--- config.mk ---
export PLATFORM = sky130hd
export DESIGN_NAME = alu_arbiter_flat
export DESIGN_NICKNAME = d
export VERILOG_FILES = /design/src/rtl/alu_arbiter_pkg.sv /design/src/rtl/alu_arbiter_if.sv /design/src/rtl/alu_arbiter_alu4.sv /design/src/rtl/alu_arbiter.sv /design/src/flat_wrapper.sv
export SDC_FILE = /design/constraint.sdc
export NUM_CORES = 1
export LEC_CHECK = 0
export CAP_MARGIN = 20
export CORE_MARGIN = 8
export CORE_UTILIZATION = 38
export DETAILED_ROUTE_END_ITERATION = 7
export MAX_ROUTING_LAYER = met4
export PLACE_DENSITY_LB_ADDON = 0.1
export SETUP_SLACK_MARGIN = 0.05
export SYNTH_ARGS = -nofsm -noshare
export SYNTH_HDL_FRONTEND = slang
export SYNTH_SLANG_ARGS = --single-unit
--- constraint.sdc ---
create_clock -name clk -period 2.6 [get_ports clk]
set_input_delay 0.78 -clock clk [delete_from_list [all_inputs] [get_ports clk]]
set_output_delay 0.78 -clock clk [all_outputs]
set_load 0.02 [all_outputs]
--- src/rtl/alu_arbiter_pkg.sv ---
// Shared definitions for the two-requester ALU arbiter: op-codes, FSM
// states, default widths and the round-robin pick rule.
package alu_arbiter_pkg;

    localparam int DEF_WIDTH = 4;
    localparam int DEF_CNT_W = 8;

    typedef enum logic [1:0] {
        OP_ADD = 2'b00,
        OP_SUB = 2'b01,
        OP_AND = 2'b10,
        OP_XOR = 2'b11
    } op_e;

    typedef enum logic [1:0] {
        IDLE = 2'b00,
        EXEC = 2'b01,
        DONE = 2'b10
    } state_e;

    // Index of the winning requester. A lone requester wins outright;
    // when both ask, the priority pointer decides.
    function automatic logic pick_winner(input logic [1:0] req, input logic ptr);
        logic w;
        case (req)
            2'b01:   w = 1'b0;
            2'b10:   w = 1'b1;
            default: w = ptr;
        endcase
        return w;
    endfunction

endpackage

--- src/rtl/alu_arbiter_if.sv ---
// Request/operand/result bundle between the requesters and the arbiter.
interface alu_arbiter_if
    import alu_arbiter_pkg::*;
#(
    parameter int WIDTH = DEF_WIDTH,
    parameter int CNT_W = DEF_CNT_W
);

    logic [1:0]       req;
    logic [1:0]       op0;
    logic [1:0]       op1;
    logic [WIDTH-1:0] a0;
    logic [WIDTH-1:0] b0;
    logic [WIDTH-1:0] a1;
    logic [WIDTH-1:0] b1;
    logic [1:0]       gnt;
    logic [1:0]       done;
    logic [WIDTH-1:0] result;
    logic             carry;
    logic             busy;
    logic [CNT_W-1:0] txn_cnt;

    modport master (
        output req, op0, op1, a0, b0, a1, b1,
        input  gnt, done, result, carry, busy, txn_cnt
    );

    modport slave (
        input  req, op0, op1, a0, b0, a1, b1,
        output gnt, done, result, carry, busy, txn_cnt
    );

endinterface

--- src/rtl/alu_arbiter_alu4.sv ---
// Combinational ALU: add/sub/and/xor with carry (add) or borrow (sub).
module alu4
    import alu_arbiter_pkg::*;
#(
    parameter int WIDTH = DEF_WIDTH
) (
    input  op_e              op,
    input  logic [WIDTH-1:0] a,
    input  logic [WIDTH-1:0] b,
    output logic [WIDTH-1:0] result,
    output logic             carry
);

    logic [WIDTH:0] sum;
    logic [WIDTH:0] diff;

    // Extended-width add and subtract; the top bit of the difference is
    // the borrow, i.e. set exactly when a < b.
    always_comb begin
        sum    = {1'b0, a} + {1'b0, b};
        diff   = {1'b0, a} - {1'b0, b};
        result = '0;
        carry  = 1'b0;
        case (op)
            OP_ADD: begin
                result = sum[WIDTH-1:0];
                carry  = sum[WIDTH];
            end
            OP_SUB: begin
                result = diff[WIDTH-1:0];
                carry  = diff[WIDTH];
            end
            OP_AND:  result = a & b;
            OP_XOR:  result = a ^ b;
            default: result = '0;
        endcase
    end

endmodule

--- src/rtl/alu_arbiter.sv ---
// Round-robin arbiter in front of a single shared ALU. One transaction
// takes three cycles: capture, execute, report.
//
//   state | meaning
//   ------+----------------------------------------------------------
//   IDLE  | waiting; any req bit captures the winner's op/operands
//   EXEC  | ALU evaluates captured operands, result/carry registered
//   DONE  | done pulse to the granted requester, gnt held, count bumps
module alu_arbiter
    import alu_arbiter_pkg::*;
#(
    parameter int WIDTH = DEF_WIDTH,
    parameter int CNT_W = DEF_CNT_W
) (
    input  logic         clk,
    input  logic         rst,
    alu_arbiter_if.slave bus
);

    state_e           state_q;
    state_e           state_d;
    logic             ptr_q;
    logic [1:0]       gnt_q;
    op_e              op_q;
    logic [WIDTH-1:0] a_q;
    logic [WIDTH-1:0] b_q;
    logic [WIDTH-1:0] result_q;
    logic             carry_q;
    logic [CNT_W-1:0] cnt_q;

    logic             win;
    op_e              cap_op;
    logic [WIDTH-1:0] cap_a;
    logic [WIDTH-1:0] cap_b;
    logic [WIDTH-1:0] alu_result;
    logic             alu_carry;

    alu4 #(.WIDTH(WIDTH)) u_alu (
        .op     (op_q),
        .a      (a_q),
        .b      (b_q),
        .result (alu_result),
        .carry  (alu_carry)
    );

    // Select the winner and its operands for capture in IDLE.
    always_comb begin
        win    = pick_winner(bus.req, ptr_q);
        cap_op = win ? op_e'(bus.op1) : op_e'(bus.op0);
        cap_a  = win ? bus.a1 : bus.a0;
        cap_b  = win ? bus.b1 : bus.b0;
    end

    // State register.
    always_ff @(posedge clk or posedge rst) begin
        if (rst) begin
            state_q <= IDLE;
        end else begin
            state_q <= state_d;
        end
    end

    // Next-state logic.
    always_comb begin
        state_d = state_q;
        case (state_q)
            IDLE:    if (|bus.req) state_d = EXEC;
            EXEC:    state_d = DONE;
            DONE:    state_d = IDLE;
            default: state_d = IDLE;
        endcase
    end

    // Capture, execute and count registers, sequenced by the current state.
    always_ff @(posedge clk or posedge rst) begin
        if (rst) begin
            ptr_q    <= 1'b0;
            gnt_q    <= 2'b00;
            op_q     <= OP_ADD;
            a_q      <= '0;
            b_q      <= '0;
            result_q <= '0;
            carry_q  <= 1'b0;
            cnt_q    <= '0;
        end else begin
            case (state_q)
                IDLE: begin
                    if (|bus.req) begin
                        gnt_q <= win ? 2'b10 : 2'b01;
                        ptr_q <= ~win;
                        op_q  <= cap_op;
                        a_q   <= cap_a;
                        b_q   <= cap_b;
                    end
                end
                EXEC: begin
                    result_q <= alu_result;
                    carry_q  <= alu_carry;
                end
                DONE: begin
                    gnt_q <= 2'b00;
                    cnt_q <= cnt_q + CNT_W'(1);
                end
                default: ;
            endcase
        end
    end

    // Outputs: done mirrors the grant only while reporting.
    always_comb begin
        bus.busy    = (state_q != IDLE);
        bus.done    = 2'b00;
        if (state_q == DONE) bus.done = gnt_q;
        bus.gnt     = gnt_q;
        bus.result  = result_q;
        bus.carry   = carry_q;
        bus.txn_cnt = cnt_q;
    end

endmodule
--- src/flat_wrapper.sv ---
// flat-port wrapper written by rule: the top's interface ports become plain ports
module alu_arbiter_flat import alu_arbiter_pkg::*;
#(
    parameter int WIDTH = DEF_WIDTH,
    parameter int CNT_W = DEF_CNT_W
)
  (clk, rst, bus_req, bus_op0, bus_op1, bus_a0, bus_b0, bus_a1, bus_b1, bus_gnt, bus_done, bus_result, bus_carry, bus_busy, bus_txn_cnt);
  alu_arbiter_if #(.WIDTH(WIDTH), .CNT_W(CNT_W)) bus_i ();
  input  logic clk;
  input  logic rst;
  input wire logic [$bits(bus_i.req)-1:0] bus_req;
  input wire logic [$bits(bus_i.op0)-1:0] bus_op0;
  input wire logic [$bits(bus_i.op1)-1:0] bus_op1;
  input wire logic [$bits(bus_i.a0)-1:0] bus_a0;
  input wire logic [$bits(bus_i.b0)-1:0] bus_b0;
  input wire logic [$bits(bus_i.a1)-1:0] bus_a1;
  input wire logic [$bits(bus_i.b1)-1:0] bus_b1;
  output wire logic [$bits(bus_i.gnt)-1:0] bus_gnt;
  output wire logic [$bits(bus_i.done)-1:0] bus_done;
  output wire logic [$bits(bus_i.result)-1:0] bus_result;
  output wire logic [$bits(bus_i.carry)-1:0] bus_carry;
  output wire logic [$bits(bus_i.busy)-1:0] bus_busy;
  output wire logic [$bits(bus_i.txn_cnt)-1:0] bus_txn_cnt;
  assign bus_i.req = bus_req;
  assign bus_i.op0 = bus_op0;
  assign bus_i.op1 = bus_op1;
  assign bus_i.a0 = bus_a0;
  assign bus_i.b0 = bus_b0;
  assign bus_i.a1 = bus_a1;
  assign bus_i.b1 = bus_b1;
  assign bus_gnt = bus_i.gnt;
  assign bus_done = bus_i.done;
  assign bus_result = bus_i.result;
  assign bus_carry = bus_i.carry;
  assign bus_busy = bus_i.busy;
  assign bus_txn_cnt = bus_i.txn_cnt;
  alu_arbiter #(.WIDTH(WIDTH), .CNT_W(CNT_W)) u_core (.clk(clk), .rst(rst), .bus(bus_i));
endmodule
==> results.sh <==
export IMPL_postSynthAreaPerCell_um2=9.979
export IMPL_critPathKind="reg2out"
export IMPL_worst_slack_ns=0.1876
export IMPL_hpwl_um=2563
export IMPL_powerDensity_mw_per_mm2=1198
export IMPL_layout_min_cycle_time_ns=2.412
export IMPL_fmax_mhz=414.5
export IMPL_synth_area_mm2=0.001607
export IMPL_wl_um=3308
export IMPL_syn_to_final_growth_pct=34.35
export IMPL_grt_pass1_wl_um=5954
export IMPL_ys_warn_count=0
export IMPL_status="complete, no violations"
export IMPL_cts_buffer_depth=2
export IMPL_io_buffers=41
export IMPL_wl_per_cell_um=13.13
export IMPL_synth_distinct_cells=36
export IMPL_core_area_mm2=0.004029
export IMPL_ys_ff_latch=28
export IMPL_clock_skew_ns=0.005552
export IMPL_synth_largest_area_cell="dfrtp_1"
export IMPL_ant_nets=0
export IMPL_regToRegEndpoint="u_core.bus.result[1]"
export IMPL_p_switching_mw=1.067
export IMPL_power_share_switching_pct=41.24
export IMPL_grt_usage_pct=11.48
export IMPL_cts_made_buffers=3
export IMPL_reg2reg_from="u_core.b_q[0]"
export IMPL_slowest_delay_ns=0.60
export IMPL_numClockSinks=28
export IMPL_place_area_mm2=0.002079
export IMPL_dr_pass1_iters=4
export IMPL_syn_nets=198
export IMPL_drv_slew=0
export IMPL_min_from="u_core.bus.txn_cnt[7]"
export IMPL_worst_ep_required_time_ns=1.82
export IMPL_ir_worst_vdd_mv=0.4061
export IMPL_cp_slowest_cell="clkdlybuf4s50_1"
export IMPL_first_iter_violations=75
export IMPL_end_kind="output pin"
export IMPL_drv_cap=0
export IMPL_fillers=368
export IMPL_setup_tns_ns=0
export IMPL_worstPathMaxFanout=5
export IMPL_fin_crit_sh_pct=92.78
export IMPL_post_route_cell_area_mm2=0.002158
export IMPL_clk_latency_ns=0.27
export IMPL_reg2reg_depth=7
export IMPL_synth_top_area_share_pct=43.61
export IMPL_cts_max_level=1
export IMPL_diodes=0
export IMPL_pre_cts_ws_ns=0.1390
export IMPL_clockPowerShare_pct=13.4
export IMPL_power_total_mw=2.587
export IMPL_holdPathEnd="u_core.bus.txn_cnt[7]"
export IMPL_ys_seq_area_share_pct=43.61
export IMPL_p_leak_nw=0.9800
export IMPL_cp_arrival_ns=1.63
export IMPL_path_clk_slew_ns=0.10
export IMPL_rsz0062_at_grt="no"
export IMPL_dieWidth_um=81.02
export IMPL_initial_core_util_pct=39.88
export IMPL_antenna_found_initial=0
export IMPL_fin_nets=240
export IMPL_crit_chain="nor2b_4 > and2_1 > clkdlybuf4s50_1"
export IMPL_gp_congestion=0.8329
export IMPL_power_frac_comb_pct=54.4
export IMPL_row_count=23
export IMPL_p_int_mw=1.520
export IMPL_mostFrequentLayoutCells="clkdlybuf4s50_1, dfrtp_1, nor2_1"
export IMPL_post_cts_setup_buffers=0
export IMPL_die_h_um=81.02
export IMPL_drc=0
export IMPL_grt_max_degree=29
export IMPL_synth_cells=161
export IMPL_holdPathStages=1
export IMPL_hold_viol=0
export IMPL_drive_gt1_share_pct=6.436
export IMPL_hold_path_class="reg2reg"
export IMPL_cts_root_buf="clkbuf_8"
export IMPL_via_per_inst=4.873
export IMPL_maxSlewHeadroom_pct=74.48
export IMPL_worstSetupStartpointType="flip-flop"
export IMPL_r2r_slack_ns=0.89
export IMPL_cts_tree="yes"
export IMPL_grt_pass1_vias=1307
export IMPL_grt_overflow_total=0
export IMPL_power_frac_seq_pct=32.2
export IMPL_io_pins=42
export IMPL_setup_viol=0
export IMPL_layout_commonest_cell="clkdlybuf4s50_1"
export IMPL_die_area_mm2=0.006564
export IMPL_worstMarginPinSlew_ns=0.3828
export IMPL_yosys_top_cells_area="dfrtp_1, ha_1, mux2i_1"
export IMPL_dr_total_vias=1228
==> cell families after synthesis <==
kind of cell	share of synthesized area, %
compound gates	11.06
mux	9.501
xor+xnor	4.362
buf+inv	5.451
fa+ha+maj	11.06
simple gates	14.96
flops	43.61
==> worst max-delay path: cells and delay by family, from the launching register on <==
family / cells / cell delay [ns]
buffers and inverters: 1 / 0.60
DFF: 1 / 0.42
and+or+nand+nor: 2 / 0.33
==> metrics by stage <==
stage / hold WS (ns) / cells / utilization, %
3_5_place_dp: 0.4719 / 248 / 51.61
4_1_cts: 0.4886 / 252 / 53.45
2_1_floorplan: 0.5113 / 161 / -
6_report: 0.4790 / 252 / 53.57
5_1_grt: 0.5141 / 252 / 53.57
3_3_place_gp: 0.4607 / 248 / 51.61
==> power groups by stage <==
stage / clock [mW] / combinational (mW) / sequential (mW)
6_report: 0.346 / 1.41 / 0.833
5_1_grt: 0.372 / 1.58 / 0.874
4_1_cts: 0.357 / 1.42 / 0.829
3_5_place_dp: 0 / 1.40 / 0.837
3_3_place_gp: 0 / 1.39 / 0.823
2_1_floorplan: 0 / 0.905 / 0.872
==> worst max path at each step <==
stage                 startpoint             end  slack, ns  depth (start not counted)
3_3_place_gp          bus_req[1]   u_core.a_q[1]       0.18                          7
4_1_cts        u_core.state_q[1]     bus_done[0]       0.13                          3
3_5_place_dp          bus_req[1]  u_core.op_q[1]       0.14                          7
5_1_grt        u_core.state_q[1]     bus_done[0]       0.11                          3
6_report       u_core.state_q[1]     bus_done[0]       0.19                          3
2_1_floorplan         bus_req[0]   u_core.a_q[0]       0.65                          6
==> layout make-up <==
| cell class | instances | area, um2 | share of cell area, % |
|---|---|---|---|
| sequential | 28 | 700.7 | 32.46 |
| inverter | 12 | 45.04 | 2.087 |
| clock buffer | 3 | 41.29 | 1.913 |
| tap | 50 | 62.56 | 2.899 |
| multi-input combinational | 113 | 825.8 | 38.26 |
| timing repair buffer | 45 | 452.9 | 20.99 |
| clock inverter | 1 | 30.03 | 1.391 |
==> synth_stat cells, drive strengths merged <==
cell / count
inv: 12
nor2: 16
or3: 1
and4: 1
fa: 2
a21oi: 13
o21a: 1
a211oi: 4
mux2i: 13
o21ai: 7
clkbuf: 2
o31ai: 1
nand3b: 1
nand2b: 3
mux2: 2
buf: 6
nand3: 4
xnor2: 7
or2: 1
nor3b: 1
dfrtp: 28
o211ai: 1
o221ai: 1
nor2b: 3
nand2: 6
o31a: 1
a21o: 1
ha: 11
xor2: 1
nand4: 3
nor4: 1
nor3: 3
and2: 2
and3: 1
==> layer usage <==
metal	vias to the layer above	routed length [um]	global-route usage [%]	share of wire, %
met2	33	1506	17.88	46
met5	-	0	-	0
li1	633	-	-	-
met3	2	168	2.097	5.1
met1	560	1617	14.90	49
met4	0	17	3.214	0.51
==> registers in the layout, summed over array words and instances (netlist names) <==
name                count
u_core.bus.result       4
u_core.bus.carry        1
u_core.op_q             2
u_core.b_q              4
u_core.ptr_q            1
u_core.a_q              4
u_core.bus.gnt          2
u_core.state_q          2
u_core.bus.txn_cnt      8
==> what timing repair did <==
action	4_1_cts	5_1_grt
hold buffers	0	0
setup endpoints to repair	2	2
gates resized for setup	1	1
gates cloned	0	0
No activity file was read; power rests on OpenSTA's default activity.
